==> config.mk <==
export PLATFORM = sky130hd
export DESIGN_NAME = pic_inta_sequencer
export DESIGN_NICKNAME = d
export VERILOG_FILES = /design/src/rtl/pic_pkg.sv /design/src/rtl/pic_inta_edge_detect.sv /design/src/rtl/pic_inta_sequencer.sv
export SDC_FILE = /design/constraint.sdc
export NUM_CORES = 1
export LEC_CHECK = 0
export ABC_AREA = 0
export CAP_MARGIN = 10
export CORE_UTILIZATION = 46
export DETAILED_ROUTE_END_ITERATION = 10
export PLACE_DENSITY = 0.73
export REMOVE_ABC_BUFFERS = 1
export SLEW_MARGIN = 15
export SYNTH_ARGS = -nofsm -noshare
export SYNTH_HDL_FRONTEND = slang
export SYNTH_SLANG_ARGS = --single-unit
==> constraint.sdc <==
create_clock -name clk -period 1.8 [get_ports clk]
set_input_delay 0.18 -clock clk [delete_from_list [all_inputs] [get_ports clk]]
set_output_delay 0.18 -clock clk [all_outputs]
set_load 0.1 [all_outputs]
==> src/rtl/pic_pkg.sv <==
// Shared types and constants for the PIC interrupt-acknowledge sequencer.
package pic_pkg;

  typedef enum logic [2:0] {
    ST_IDLE  = 3'd0,
    ST_ACK1  = 3'd1,
    ST_WAIT2 = 3'd2,
    ST_ACK2  = 3'd3,
    ST_WAIT3 = 3'd4,
    ST_ACK3  = 3'd5
  } inta_state_t;

  localparam logic [7:0] CALL_OPCODE_DEF = 8'hCD;
  localparam logic [2:0] SPURIOUS_LEVEL  = 3'd7;

  function automatic logic [7:0] onehot8(input logic [2:0] lvl);
    logic [7:0] r;
    r = 8'h00;
    r[lvl] = 1'b1;
    return r;
  endfunction

endpackage

==> src/rtl/pic_inta_edge_detect.sv <==
// Synchronizes the asynchronous INTA_n pin and produces registered
// single-cycle fall/rise flags, SYNC_STAGES+1 clocks after the pin edge.
module pic_inta_edge_detect #(
  parameter int SYNC_STAGES = 2
) (
  input  logic clk,
  input  logic rst,
  input  logic inta_n_i,
  output logic fall_o,
  output logic rise_o
);

  logic [SYNC_STAGES-1:0] sync_q;
  logic                   prev_q;
  logic                   fall_q;
  logic                   rise_q;

  // Synchronizer chain preset to 1 (INTA_n idle) plus registered edge flags.
  always_ff @(posedge clk or posedge rst) begin
    if (rst) begin
      sync_q <= '1;
      prev_q <= 1'b1;
      fall_q <= 1'b0;
      rise_q <= 1'b0;
    end else begin
      sync_q <= {sync_q[SYNC_STAGES-2:0], inta_n_i};
      prev_q <= sync_q[SYNC_STAGES-1];
      fall_q <= prev_q & ~sync_q[SYNC_STAGES-1];
      rise_q <= ~prev_q & sync_q[SYNC_STAGES-1];
    end
  end

  assign fall_o = fall_q;
  assign rise_o = rise_q;

endmodule

==> src/rtl/pic_inta_sequencer.sv <==
// INTA responder: walks the 2-pulse (8086) or 3-pulse (8080/85) acknowledge
// protocol, sets/clears ISR bits and supplies CALL/vector bytes to the bus.
module pic_inta_sequencer
  import pic_pkg::*;
#(
  parameter int         SYNC_STAGES = 2,
  parameter logic [7:0] CALL_OPCODE = CALL_OPCODE_DEF
) (
  input  logic       clk,
  input  logic       rst,
  input  logic       INTA_n,
  input  logic       int_valid,
  input  logic [2:0] int_level,
  input  logic       mode_8086,
  input  logic       aeoi,
  input  logic [4:0] vector_base,
  input  logic [2:0] addr_lo_cfg,
  input  logic       addr_interval4,
  input  logic [7:0] addr_hi,
  output logic       freeze,
  output logic [7:0] isr_set,
  output logic [7:0] isr_clr,
  output logic [7:0] data_out,
  output logic       data_oe,
  output logic       busy
);

  logic fall, rise;

  pic_inta_edge_detect #(.SYNC_STAGES(SYNC_STAGES)) u_edge (
    .clk      (clk),
    .rst      (rst),
    .inta_n_i (INTA_n),
    .fall_o   (fall),
    .rise_o   (rise)
  );

  inta_state_t state_q, state_d;
  logic [2:0]  lvl_q, lvl_d;
  logic        spurious_q, spurious_d;
  logic        mode_q, mode_d;
  logic        aeoi_q, aeoi_d;
  logic [4:0]  vbase_q, vbase_d;
  logic [2:0]  addr_lo_q, addr_lo_d;
  logic        adi_q, adi_d;
  logic [7:0]  addr_hi_q, addr_hi_d;
  logic        freeze_q, freeze_d;
  logic        busy_q, busy_d;
  logic [7:0]  isr_set_q, isr_set_d;
  logic [7:0]  isr_clr_q, isr_clr_d;
  logic [7:0]  data_out_q, data_out_d;
  logic        data_oe_q, data_oe_d;
  logic [7:0]  ack2_byte;
  logic        end_seq;

  // Second-pulse byte, built from the configuration latched at the first fall.
  always_comb begin
    if (mode_q) begin
      ack2_byte = {vbase_q, lvl_q};
    end else if (adi_q) begin
      ack2_byte = {addr_lo_q, lvl_q, 2'b00};
    end else begin
      ack2_byte = {addr_lo_q[2:1], lvl_q, 3'b000};
    end
  end

  // Next-state and registered-output logic; edges not expected in a state are ignored.
  always_comb begin
    state_d    = state_q;
    lvl_d      = lvl_q;
    spurious_d = spurious_q;
    mode_d     = mode_q;
    aeoi_d     = aeoi_q;
    vbase_d    = vbase_q;
    addr_lo_d  = addr_lo_q;
    adi_d      = adi_q;
    addr_hi_d  = addr_hi_q;
    freeze_d   = freeze_q;
    busy_d     = busy_q;
    isr_set_d  = 8'h00;
    isr_clr_d  = 8'h00;
    data_out_d = data_out_q;
    data_oe_d  = data_oe_q;
    end_seq    = 1'b0;
    case (state_q)
      ST_IDLE: begin
        if (fall) begin
          state_d   = ST_ACK1;
          mode_d    = mode_8086;
          aeoi_d    = aeoi;
          vbase_d   = vector_base;
          addr_lo_d = addr_lo_cfg;
          adi_d     = addr_interval4;
          addr_hi_d = addr_hi;
          if (int_valid) begin
            lvl_d      = int_level;
            spurious_d = 1'b0;
            isr_set_d  = onehot8(int_level);
          end else begin
            lvl_d      = SPURIOUS_LEVEL;
            spurious_d = 1'b1;
          end
          freeze_d = 1'b1;
          busy_d   = 1'b1;
          if (mode_8086) begin
            data_out_d = 8'h00;
            data_oe_d  = 1'b0;
          end else begin
            data_out_d = CALL_OPCODE;
            data_oe_d  = 1'b1;
          end
        end
      end
      ST_ACK1: begin
        if (rise) begin
          state_d    = ST_WAIT2;
          data_out_d = 8'h00;
          data_oe_d  = 1'b0;
        end
      end
      ST_WAIT2: begin
        if (fall) begin
          state_d    = ST_ACK2;
          data_out_d = ack2_byte;
          data_oe_d  = 1'b1;
        end
      end
      ST_ACK2: begin
        if (rise) begin
          if (mode_q) begin
            end_seq = 1'b1;
          end else begin
            state_d    = ST_WAIT3;
            data_out_d = 8'h00;
            data_oe_d  = 1'b0;
          end
        end
      end
      ST_WAIT3: begin
        if (fall) begin
          state_d    = ST_ACK3;
          data_out_d = addr_hi_q;
          data_oe_d  = 1'b1;
        end
      end
      ST_ACK3: begin
        if (rise) begin
          end_seq = 1'b1;
        end
      end
      default: state_d = ST_IDLE;
    endcase
    if (end_seq) begin
      state_d    = ST_IDLE;
      freeze_d   = 1'b0;
      busy_d     = 1'b0;
      data_oe_d  = 1'b0;
      data_out_d = 8'h00;
      if (aeoi_q && !spurious_q) begin
        isr_clr_d = onehot8(lvl_q);
      end
    end
  end

  // State and output registers; reset aborts any sequence without an AEOI clear.
  always_ff @(posedge clk or posedge rst) begin
    if (rst) begin
      state_q    <= ST_IDLE;
      lvl_q      <= 3'd0;
      spurious_q <= 1'b0;
      mode_q     <= 1'b0;
      aeoi_q     <= 1'b0;
      vbase_q    <= 5'd0;
      addr_lo_q  <= 3'd0;
      adi_q      <= 1'b0;
      addr_hi_q  <= 8'h00;
      freeze_q   <= 1'b0;
      busy_q     <= 1'b0;
      isr_set_q  <= 8'h00;
      isr_clr_q  <= 8'h00;
      data_out_q <= 8'h00;
      data_oe_q  <= 1'b0;
    end else begin
      state_q    <= state_d;
      lvl_q      <= lvl_d;
      spurious_q <= spurious_d;
      mode_q     <= mode_d;
      aeoi_q     <= aeoi_d;
      vbase_q    <= vbase_d;
      addr_lo_q  <= addr_lo_d;
      adi_q      <= adi_d;
      addr_hi_q  <= addr_hi_d;
      freeze_q   <= freeze_d;
      busy_q     <= busy_d;
      isr_set_q  <= isr_set_d;
      isr_clr_q  <= isr_clr_d;
      data_out_q <= data_out_d;
      data_oe_q  <= data_oe_d;
    end
  end

  assign freeze   = freeze_q;
  assign busy     = busy_q;
  assign isr_set  = isr_set_q;
  assign isr_clr  = isr_clr_q;
  assign data_out = data_out_q;
  assign data_oe  = data_oe_q;

endmodule

Yosys cells after proc, flatten, opt, wreduce, memory -nomap -nowiden
Cells that the tools add are included.
- logic and storage cells: 98
- memories: 0
- bits in read-only memories: 0
- output and inout bits: 27
- RAM bits: 0
- bits in latches: 0
- flip-flop bits (word level): 57
- add/subtract/negate cells: 0
- $mul: 0
- shift operators: 0
- equal/unequal tests: 13
- magnitude comparators: 4
- bitwise operators: 4
- div/mod/pow operators: 0
- reductions and logical operators: 15
- mux-type cells: 44
- operators with widths (cell ; count):
    $mux W8 ; 14
    $pmux W8 S5 ; 1
    $mux W3 ; 8
    $pmux W3 S6 ; 1
    $mux W1 ; 15
    $ne A3 B2 Y1 const B ; 5
    $reduce_and A7 Y1 ; 2
    $lt A3 B4 Y1 const B ; 2
    $demux W1 S3 ; 2
    $eq A3 B2 Y1 const B ; 2
    $eq A3 B3 Y1 const B ; 2
    $ge A3 B1 Y1 const B ; 2
    $mux W6 ; 1
    $reduce_and A6 Y1 ; 1
    $reduce_bool A6 Y1 ; 1
    $reduce_bool A5 Y1 ; 1
    $pmux W1 S4 ; 1
    $reduce_and A2 Y1 ; 2
    $reduce_bool A2 Y1 ; 2
    $eq A3 B1 Y1 const B ; 1
    $logic_and A1 B1 Y1 ; 3
    $logic_not A3 Y1 ; 1
    $ne A3 B1 Y1 const B ; 1
    $ne A3 B3 Y1 const B ; 1
    other kinds (6) ; 8

Depth between registers and ports, before layout
- word-level depth: 7
- gate-level depth with buffers: 6

By module
From an unflattened synthesis, not the netlist that was laid out.
- cells, all modules: 211
- area, all modules: 2429.8 um^2
- modules (own cells, without submodules) (module ; area an instance (um^2) ; cells each ; seq. area each (um^2) ; times used):
    pic_inta_sequencer ; 2282.2 ; 203 ; 1301.2 ; 1
    pic_inta_edge_detect ; 147.6 ; 8 ; 128.9 ; 1

Least setup slack after synthesis
Ideal clock, no wire load.
- path kind: reg2out
- start point: reg busy (netlist name)
- end point: out freeze
- data required time: 1620 ps
- setup slack: 280 ps
- arrival time: 1340 ps
- stages on the path, launching flop included: 2
- path through: dfrtp_1 > buf_4
- RTL lines (element ; line ; RTL):
    to (decl) ; pic_inta_sequencer.sv:20 ; output logic freeze,

Worst setup path in the final report
- start point: reg state_q[1]
- end point: reg isr_clr_q[3] (netlist: isr_clr[3])
- longest elaborated chain between the ends: 3
- RTL lines (element ; line ; RTL):
    from (decl) ; pic_inta_sequencer.sv:38 ; inta_state_t state_q, state_d;
    from (signal assigned) ; pic_inta_sequencer.sv:184 ; state_q <= state_d;
    $eq A3 B3 Y1 / $eq A3 B2 Y1 (equally long branches) ; pic_inta_sequencer.sv:85 ; case (state_q)
    $pmux W1 S2 * ; pic_inta_sequencer.sv:85 ;
    $mux W8 * ; pic_inta_sequencer.sv:153 ; if (end_seq) begin
    named net isr_clr_d[3] ; pic_inta_sequencer.sv:50 ; logic [7:0] isr_clr_q, isr_clr_d;
    to (signal assigned) ; pic_inta_sequencer.sv:196 ; isr_clr_q <= isr_clr_d;
    to (decl) ; pic_inta_sequencer.sv:50 ;
The timed path passes the listed nets; every way through them passes the cells marked *.
A chain may end at the register's enable or synchronous reset.

==> impl_metrics.env <==
export IMPL_avgSynthCellArea_sq_um=9.97
export IMPL_insertion_delay_ps=330
export IMPL_wl_met2_um=2560
export IMPL_cts_tree="yes"
export IMPL_finalSetupViolCount=0
export IMPL_cp_start_kind="flip-flop"
export IMPL_wirelength_met1_um=2300
export IMPL_slowest_delay_ps=570
export IMPL_timing_rr_end="isr_clr[3]$_DFF_PP0_"
export IMPL_timing_hold_violations_final=0
export IMPL_overflow=0
export IMPL_rr_startpoint="state_q[1]$_DFFE_PP0P_"
export IMPL_worstPathRequired_ps=2050
export IMPL_grt_max_degree=58
export IMPL_path_class="reg -> reg"
export IMPL_synth_cells=246
export IMPL_root_buffer="clkbuf_8"
export IMPL_synth_area_sq_mm=0.00245
export IMPL_clk_pin_slew_ps=60
export IMPL_ys_dominant_reg_cell="dfrtp_1"
export IMPL_ys_seq_area_share_pct=58.3
export IMPL_cellLeakagePower_nw=1.52
export IMPL_dr_wl_met3_um=206
export IMPL_cpLargestDelayFamily="simple AND/OR/NAND/NOR gates"
export IMPL_io_pins=53
export IMPL_arrival_ps=1920
export IMPL_async_reset_ff_share_pct=100
export IMPL_cts_buffers=9
export IMPL_area_growth_syn_to_layout_pct=29.4
export IMPL_post_drt_wl_per_cell_um=13.6
export IMPL_via_count=1893
export IMPL_seqCellArea_sq_mm=0.00143
export IMPL_via_per_inst=4.98
export IMPL_synth_seq_cells=57
export IMPL_crit_buf_inv=0
export IMPL_fp_row_count=26
export IMPL_fin_crit_ps=1670
export IMPL_final_layout_size_suffix_gt1_share_pct=22.6
export IMPL_r2r_cells=4
export IMPL_n_fill_cell=464
export IMPL_cts_resized=0
export IMPL_outcome="finished, final reports clean"
export IMPL_min_path_type="in -> async"
export IMPL_fp_dieW_um=75.0
export IMPL_core_sq_mm=0.00511
export IMPL_fin_nets=332
export IMPL_stdcell_count=380
export IMPL_antenna_found_initial=0
export IMPL_ctsHtreeMaxLevel=3
export IMPL_first_iter_violations=200
export IMPL_grt_pass1_vias=1833
export IMPL_placed_cell_area_sq_mm=0.00301
export IMPL_synth_top_area_cell="dfrtp_1"
export IMPL_r2r_slack_ps=130
export IMPL_ys_types=44
export IMPL_rsz0062_at_grt="false"
export IMPL_worst_pin_slew_ps=445
export IMPL_fin_crit_sh_pct=92.9
export IMPL_slew_headroom_pct=70.3
export IMPL_final_area_sq_mm=0.00318
export IMPL_ir_worst_vdd_uv=826
export IMPL_numPortBuffers=52
export IMPL_crit_slowest_cell="or4b_4"
export IMPL_hpwl_um=3540
export IMPL_maxSlewViolCount=0
export IMPL_crit_chain="nand2b_4 > a21boi_4 > or4b_4 > nor3_2"
export IMPL_cts_setup_buffers=0
export IMPL_wirelength_um=5170
export IMPL_max_cap_violations=0
export IMPL_skew_ps=5.70
export IMPL_drtAntennaViolNets=0
export IMPL_yosysMostFrequentCell="nand2_1"
export IMPL_dieHeight_um=75.0
export IMPL_power_density_mw_per_mm2=1670
export IMPL_ctsLongestPathBuffers=2
export IMPL_drc=0
export IMPL_critPathCaptureType="flip-flop"
export IMPL_place_inst=365
export IMPL_gp_congestion=0.834
export IMPL_yosysWarnings=0
export IMPL_setup_tns_ps=0
export IMPL_grt_pass1_wl_um=8490
export IMPL_clock_fmax_mhz=598
export IMPL_design_die_area_sq_mm=0.00563
export IMPL_cts_hold_buffers=0
export IMPL_cts_sinks=57
export IMPL_dr_pass1_iters=4
export IMPL_crit_fanout=8
export IMPL_netlist_top_cells_area="dfrtp_1, nand2_1, dfstp_2, nor2_1, nor3_2"
export IMPL_synth_top_cell_area_share_pct=55.1
export IMPL_final_core_util_pct=62.2
export IMPL_synth_commonest_cells="nand2_1, dfrtp_1, nor2_1"
export IMPL_antenna_cells=0
export IMPL_multi_input_area_sq_um=920
export IMPL_track_usage_pct=20.8
export IMPL_top_layer_used="met4"
export IMPL_synth_edf_count=0
export IMPL_initial_core_util_pct=48.0
layout make-up:
type	instances	share of cell area (%)
tap	70	2.76
clock inverter	3	0.552
timing repair buffer	64	17.5
clock buffer	12	4.57
multi-input combinational	169	29.0
inverter	5	0.591
sequential	57	45.1
routing by layer:
metal  track usage [%]  vias to the layer above
li1                  -                      948
met1              28.3                      892
met2              32.1                       44
met3              3.61                        9
met4              10.7                        0
met5                 0                        -
placed cells by master, fill, tap and decap left out, drive strengths merged:
master / n
dfrtp: 54
nand2: 77
a31oi: 3
nor4b: 1
a32oi: 1
o21bai: 1
a22o: 1
buf: 39
nor3: 10
clkinv: 2
mux2: 2
clkinvlp: 1
dfstp: 3
or4: 1
nand3: 3
o22a: 1
o22ai: 2
o221ai: 1
o21ai: 9
a221oi: 4
nor2b: 6
xnor2: 1
or3b: 2
clkbuf: 12
clkdlybuf4s50: 25
o31ai: 3
a211o: 2
or4b: 1
a21boi: 1
o21a: 3
a21oi: 2
nor2: 16
inv: 5
nand2b: 6
nor4: 2
mux2i: 2
a22oi: 4
or3: 1
worst max path at each step:
stage,endpoint,from,cells past startpoint,slack (ps)
5_1_grt,isr_set[2]$_DFF_PP0_,state_q[0]$_DFFE_PP0P_,4,30
6_report,isr_clr[3]$_DFF_PP0_,state_q[1]$_DFFE_PP0P_,4,130
2_1_floorplan,isr_set[4]$_DFF_PP0_,state_q[0]$_DFFE_PP0P_,4,-130
4_1_cts,isr_clr[3]$_DFF_PP0_,state_q[2]$_DFFE_PP0P_,4,50
3_5_place_dp,data_out[7]$_DFFE_PP0P_,state_q[2]$_DFFE_PP0P_,5,90
3_3_place_gp,isr_clr[6]$_DFF_PP0_,state_q[2]$_DFFE_PP0P_,4,180
registers in the layout, summed over array words and instances, names as in the netlist, 2 cells and up:
signal	flops
vbase_q	5
isr_set	8
lvl_q	3
addr_hi_q	8
data_out	8
u_edge.sync_q	2
state_q	3
isr_clr	8
addr_lo_q	3
through the flow:
step                      total power (W)  setup slack (ps)  hold slack (ps)
after global placement            0.00427               178              345
final                             0.00532               128              213
after detailed placement          0.00432              93.3              351
after floorplan                   0.00367              -130              184
after global routing              0.00562              27.0              252
after CTS                         0.00535              54.1              218
kinds of logic (layout without fill, tap and decap cells):
family                 Yosys count  in the layout  share of synthesized area (%)
AND/OR/NAND/NOR                126            126                           24.2
buffers and inverters           20             84                           4.23
flip-flops                      57             57                           58.3
XOR/XNOR                         1              1                          0.357
multiplexers                     4              4                           1.73
AO/OA/AOI/OAI                   38             38                           11.2
power by group:
part	internal (W)	leakage [nW]	switching (W)
logic	0.000735	0.726	0.00152
registers	0.00167	0.714	0.000387
clock network	0.000525	0.0822	0.000482
total	0.00293	1.52	0.00239
worst reg2reg max path, delay by kind of cell, from the launching register on:
kind,cells,cell delay [ps]
AOI/OAI and AO/OA,1,150
and+or+nand+nor,3,960
DFF,1,470
(Power assumes the default switching activity.)
